File: src/rtl/fp_align_pipe.sv
// Two-stage exponent compare / mantissa align for the FP adder: stage 1 orders
// operands by effective exponent, stage 2 right-shifts the small mantissa with G/R/S.
module fp_align_pipe #(
  parameter int EXP_W = 8,
  parameter int MAN_W = 23
) (
  input  logic             clk,
  input  logic             rst_n,
  input  logic             in_valid,
  output logic             in_ready,
  input  logic             in_sign_a,
  input  logic             in_sign_b,
  input  logic [EXP_W-1:0] in_exp_a,
  input  logic [EXP_W-1:0] in_exp_b,
  input  logic [MAN_W-1:0] in_man_a,
  input  logic [MAN_W-1:0] in_man_b,
  output logic             out_valid,
  input  logic             out_ready,
  output logic [EXP_W-1:0] out_exp,
  output logic [MAN_W:0]   out_man_big,
  output logic [MAN_W:0]   out_man_small,
  output logic             out_guard,
  output logic             out_round,
  output logic             out_sticky,
  output logic             out_sign_big,
  output logic             out_sign_small,
  output logic             out_swapped
);
  localparam int W = MAN_W + 3;

  typedef struct packed {
    logic             signBig;
    logic             signSmall;
    logic             swapped;
    logic [EXP_W-1:0] exp;
    logic [EXP_W-1:0] d;
    logic [MAN_W:0]   manBig;
    logic [MAN_W:0]   manSmall;
  } s1_t;

  logic [2:1]       vldPipe;
  s1_t              s1, s1Nxt;
  logic             s2Adv;
  logic [EXP_W-1:0] effA, effB;
  logic [MAN_W:0]   fullA, fullB;
  logic [W-1:0]     ext, shf, stickyMask;

  // Subnormals use hidden bit 0 and effective exponent 1.
  always_comb begin
    effA  = (in_exp_a == '0) ? EXP_W'(1) : in_exp_a;
    effB  = (in_exp_b == '0) ? EXP_W'(1) : in_exp_b;
    fullA = {in_exp_a != '0, in_man_a};
    fullB = {in_exp_b != '0, in_man_b};
    s1Nxt = '0;
    if (effB > effA) begin
      s1Nxt.swapped   = 1'b1;
      s1Nxt.signBig   = in_sign_b;
      s1Nxt.signSmall = in_sign_a;
      s1Nxt.exp       = effB;
      s1Nxt.d         = effB - effA;
      s1Nxt.manBig    = fullB;
      s1Nxt.manSmall  = fullA;
    end else begin
      s1Nxt.swapped   = 1'b0;
      s1Nxt.signBig   = in_sign_a;
      s1Nxt.signSmall = in_sign_b;
      s1Nxt.exp       = effA;
      s1Nxt.d         = effA - effB;
      s1Nxt.manBig    = fullA;
      s1Nxt.manSmall  = fullB;
    end
  end

  // Shifts of W or more clear the shifted vector and open the mask fully,
  // so the far-shift case needs no separate branch.
  always_comb begin
    ext        = {s1.manSmall, 2'b00};
    shf        = ext >> s1.d;
    stickyMask = ~({W{1'b1}} << s1.d);
  end

  assign s2Adv     = !vldPipe[2] || out_ready;
  assign in_ready  = !vldPipe[1] || s2Adv;
  assign out_valid = vldPipe[2];

  always_ff @(posedge clk) begin
    if (!rst_n) begin
      vldPipe        <= '0;
      s1             <= '0;
      out_exp        <= '0;
      out_man_big    <= '0;
      out_man_small  <= '0;
      out_guard      <= 1'b0;
      out_round      <= 1'b0;
      out_sticky     <= 1'b0;
      out_sign_big   <= 1'b0;
      out_sign_small <= 1'b0;
      out_swapped    <= 1'b0;
    end else begin
      if (in_ready) vldPipe[1] <= in_valid;
      if (in_valid && in_ready) s1 <= s1Nxt;
      if (s2Adv) vldPipe[2] <= vldPipe[1];
      if (s2Adv && vldPipe[1]) begin
        out_exp        <= s1.exp;
        out_man_big    <= s1.manBig;
        out_man_small  <= shf[W-1:2];
        out_guard      <= shf[1];
        out_round      <= shf[0];
        out_sticky     <= |(ext & stickyMask);
        out_sign_big   <= s1.signBig;
        out_sign_small <= s1.signSmall;
        out_swapped    <= s1.swapped;
      end
    end
  end
endmodule

File: config.mk
export PLATFORM = sky130hd
export DESIGN_NAME = fp_align_pipe
export DESIGN_NICKNAME = d
export VERILOG_FILES = /design/src/rtl/fp_align_pipe.sv
export SDC_FILE = /design/constraint.sdc
export NUM_CORES = 1
export LEC_CHECK = 0
export BUFFER_PORTS_ARGS = -buffer_cell sky130_fd_sc_hd__buf_2
export CAP_MARGIN = 10
export CORE_ASPECT_RATIO = 1.75
export CORE_MARGIN = 2
export CORE_UTILIZATION = 60
export CTS_BUF_LIST = sky130_fd_sc_hd__clkbuf_2 sky130_fd_sc_hd__clkbuf_4 sky130_fd_sc_hd__clkbuf_8
export DETAILED_ROUTE_END_ITERATION = 16
export HOLD_SLACK_MARGIN = 0.06
export PLACE_DENSITY = 0.94
export SLEW_MARGIN = 20
export SYNTH_ARGS = -nofsm -noshare
export SYNTH_HDL_FRONTEND = slang
export SYNTH_SLANG_ARGS = --single-unit
File: constraint.sdc
create_clock -name clk -period 4.3 [get_ports clk]
set_input_delay 0 -clock clk [delete_from_list [all_inputs] [get_ports clk]]
set_output_delay 0 -clock clk [all_outputs]
set_load 0.005 [all_outputs]
==> results by group <==
Yosys
  • Post-synthesis xor/xnor area fraction: 0.00356
  • Netlist cell types: 66
  • Post-synthesis async set-or-reset flop share: 0
  • Largest family of logic cells by synthesized area: simple AND/OR/NAND/NOR gates
  • Post-synth top flop: dfxtp_1
  • Leading area contributor after synthesis: dfxtp_1
  • Mapped Nets: 1050
  • Post-synth top area share: 0.355
  • Post-synthesis compound-gate area fraction: 0.221
  • Syn_area_per_cell: 7.65 µm²
  • Mapped cell area: 7380 µm²
  • Number of synthesized flops with an enable pin: 0
  • Synth warn: 0
  • Synth Register Bits: 131
  • Post-synthesis mux area share: 0.0921
  • Adder-cell area share of the yosys netlist: 0.0309
  • Cell count after synthesis: 965
  • Seq/Total Area, Yosys: 0.355
  • Simple logic cell fraction of the synthesized area: 0.228
  • Synth area leaders: dfxtp_1 36%, nand2_1 13%, a311oi_1 6.6%, nor2_1 5.0%, a21oi_1 4.8%

Clock network
  • Post-CTS setup repair buffer count: 0
  • CTS resizes: 0
  • Number of buffers created by CTS: 17
  • CTS sink cnt: 131
  • Hold_buf cts: 92
  • Clk_lat worst skew: 0.46 ns
  • Clock Path Buffers: 2
  • Clk root buf: clkbuf_8
  • H-Tree Depth: 4
  • CTS tree: done
  • CTS clock-pin slew for the worst setup and hold paths: 0.08 ns

Place
  • Port bufs: 131
  • GPL Wtd Cong: 0.958
  • Post-placement cell area: 7900 µm²
  • Pre-CTS WS: 1.22 ns
  • DP HPWL: 14.9 mm

Finish
  • Most common cell after layout, fill and taps aside: nand2_1
  • Antenna cells: 0
  • Nets: 1206
  • Share of layout cells above drive strength 1: 0.186
  • Fin util: 0.769
  • Layout Area Growth over Synthesis: 25.1%
  • Register area: 2630 µm²
  • Most frequent cells in the layout: 247 x nand2_1, 131 x buf_2, 129 x dfxtp_1, 98 x nor2_1, 92 x dlygate4sd3_1
  • Finished Cell Area: 9230 µm²
  • Multi-input gate area: 4260 µm²
  • Fill count: 760

Routing
  • Vias/cell: 6.63
  • Wire length per cell: 20.3 µm
  • Post-Route WL: 26.4 mm
  • Iter 0 DRT Violations: 1343
  • # DRC: 0
  • DR pass1 iterations: 6
  • Antenna viol nets, final: 0
  • Vias: 8607

Global route
  • GRT Util Overall: 0.402
  • Largest net degree at the start of global routing: 102
  • GRT overflow: 0
  • First-pass GRT wire length: 41.2 mm
  • Initial antenna violation count: 0
  • Number of global-route vias before repair: 8370

Critical path
  • Startpoint class of the critical path: input port
  • CP startpoint: in_exp_a[1]
  • WS Path Type: in -> reg
  • R2R Path End: s1[29]
  • R2R Setup Slk: 1.27 ns
  • Worst Path Max Fanout: 46
  • FF-to-FF Start: vldPipe[2]
  • CP endpoint: ext[13]
  • Worst Path Arrival: 4.50 ns
  • CP endpoint kind: flip-flop
  • Worst EP required: 4.70 ns
  • R2R cell count: 7

STA
  • Max_slew headroom: 0.335
  • Final Slew Violations: 0
  • Setup_tns: 0 ns
  • Crit path time final: 4.10 ns
  • Fmax: 244 MHz
  • Slew at the pin closest to its max-slew limit: 0.997 ns
  • Tcrit/Tclk final: 0.955
  • Setup ws final: 0.195 ns
  • Final Hold Viols: 0
  • Final Setup Violations: 0
  • RSZ-0062 raised after global routing: false
  • Max Clock Skew: 0.0205 ns

Job
  • Max Cap Viol: 0

Die
  • Die Wd: 87.8 µm
  • Starting density of the core: 0.615
  • Ports: 132
  • Die area: 13200 µm²
  • Row Count: 53
  • Area of the core: 12000 µm²
  • Chip height: 151 µm

Power and ir drop
  • Total leakage power: 3.89 nW
  • Tot Pwr: 0.00337 W
  • P per Cell Area: 365 nW/µm²
  • Worst VDD drop: 0.285 mV

Outcome
  • Status: finished clean

Min path
  • Worst hold path class: in -> reg
## metrics by stage
step	std cells	hold slack (ns)
floorplan	965	0.117
global placement	1175	0.242
detailed placement	1175	0.262
CTS	1298	0.0802
global route	1298	0.151
finish	1298	0.170
## synth_stat cells (all sizes together), types with 6 or more instances
cell type / n
dfxtp: 131
nand2: 247
o22ai: 10
mux2: 9
o21ai: 36
clkbuf: 60
a21oi: 72
nand3: 9
a22oi: 11
nor3: 9
buf: 37
mux4: 11
nor2: 99
inv: 21
ha: 15
or3: 6
nand2b: 7
mux2i: 33
a311oi: 56
o211ai: 9
nor2b: 6
## power by group
part	internal, W	switching (W)
logic	0.000353	0.000504
clock network	0.000571	0.000539
registers	0.00129	0.000113
## how the worst min path moves through the flow
| stage | from | to | slack [ns] | cells past startpoint |
|---|---|---|---|---|
| 5_1_grt | in_exp_b[1] | s1[49] | 0.15 | 5 |
| 4_1_cts | in_exp_b[3] | ext[25] | 0.08 | 5 |
| 3_3_place_gp | in_valid | vldPipe[1] | 0.24 | 3 |
| 3_5_place_dp | in_valid | vldPipe[1] | 0.26 | 3 |
| 6_report | in_exp_b[1] | s1[49] | 0.17 | 5 |
| 2_1_floorplan | in_valid | vldPipe[1] | 0.12 | 2 |
## kinds of logic (layout without fill, tap and decap cells)
family | count (synthesis) | in the layout
mux | 53 | 53
xor+xnor | 3 | 3
fa+ha+maj | 17 | 17
buf+inv | 118 | 286
flops | 131 | 131
compound gates | 239 | 239
simple gates | 404 | 404
## final cells by class
| cell class | count | share of cell area |
|---|---|---|
| inverters | 21 | 0.00867 |
| multi-input cells | 716 | 0.461 |
| clock buffers | 21 | 0.0306 |
| clock inverters | 10 | 0.0134 |
| flip-flops and latches | 131 | 0.284 |
| well taps | 165 | 0.0224 |
| repair buffers | 234 | 0.180 |
## metal layers
metal | track usage | up-vias | part of all wire
li1 | - | 3698 | -
met1 | 0.436 | 3934 | 0.33
met2 | 0.682 | 752 | 0.50
met3 | 0.0806 | 223 | 0.095
met4 | 0.288 | 0 | 0.082
met5 | 0 | - | 0
## critical path: stages
cell	delay (ns)
dlygate4sd3_1	0.54
buf_2	0.17
or4_1	0.54
nor2_1	0.21
nor2_1	0.12
inv_1	0.07
ha_1	0.20
fa_1	0.20
nand3b_1	0.14
a21oi_2	0.10
o21ai_4	0.48
buf_4	0.53
nand2_1	0.17
a311oi_1	0.39
dlygate4sd3_1	0.61
## sequential cells by signal, indices dropped and copies added, names as in the netlist
name            cells
out_sticky          1
ext                24
out_round           1
vldPipe             2
out_man_small      24
s1                 43
out_exp             8
out_guard           1
out_sign_big        1
out_man_big        24
out_swapped         1
out_sign_small      1
Note: power is estimated with default switching activity, not from simulation.
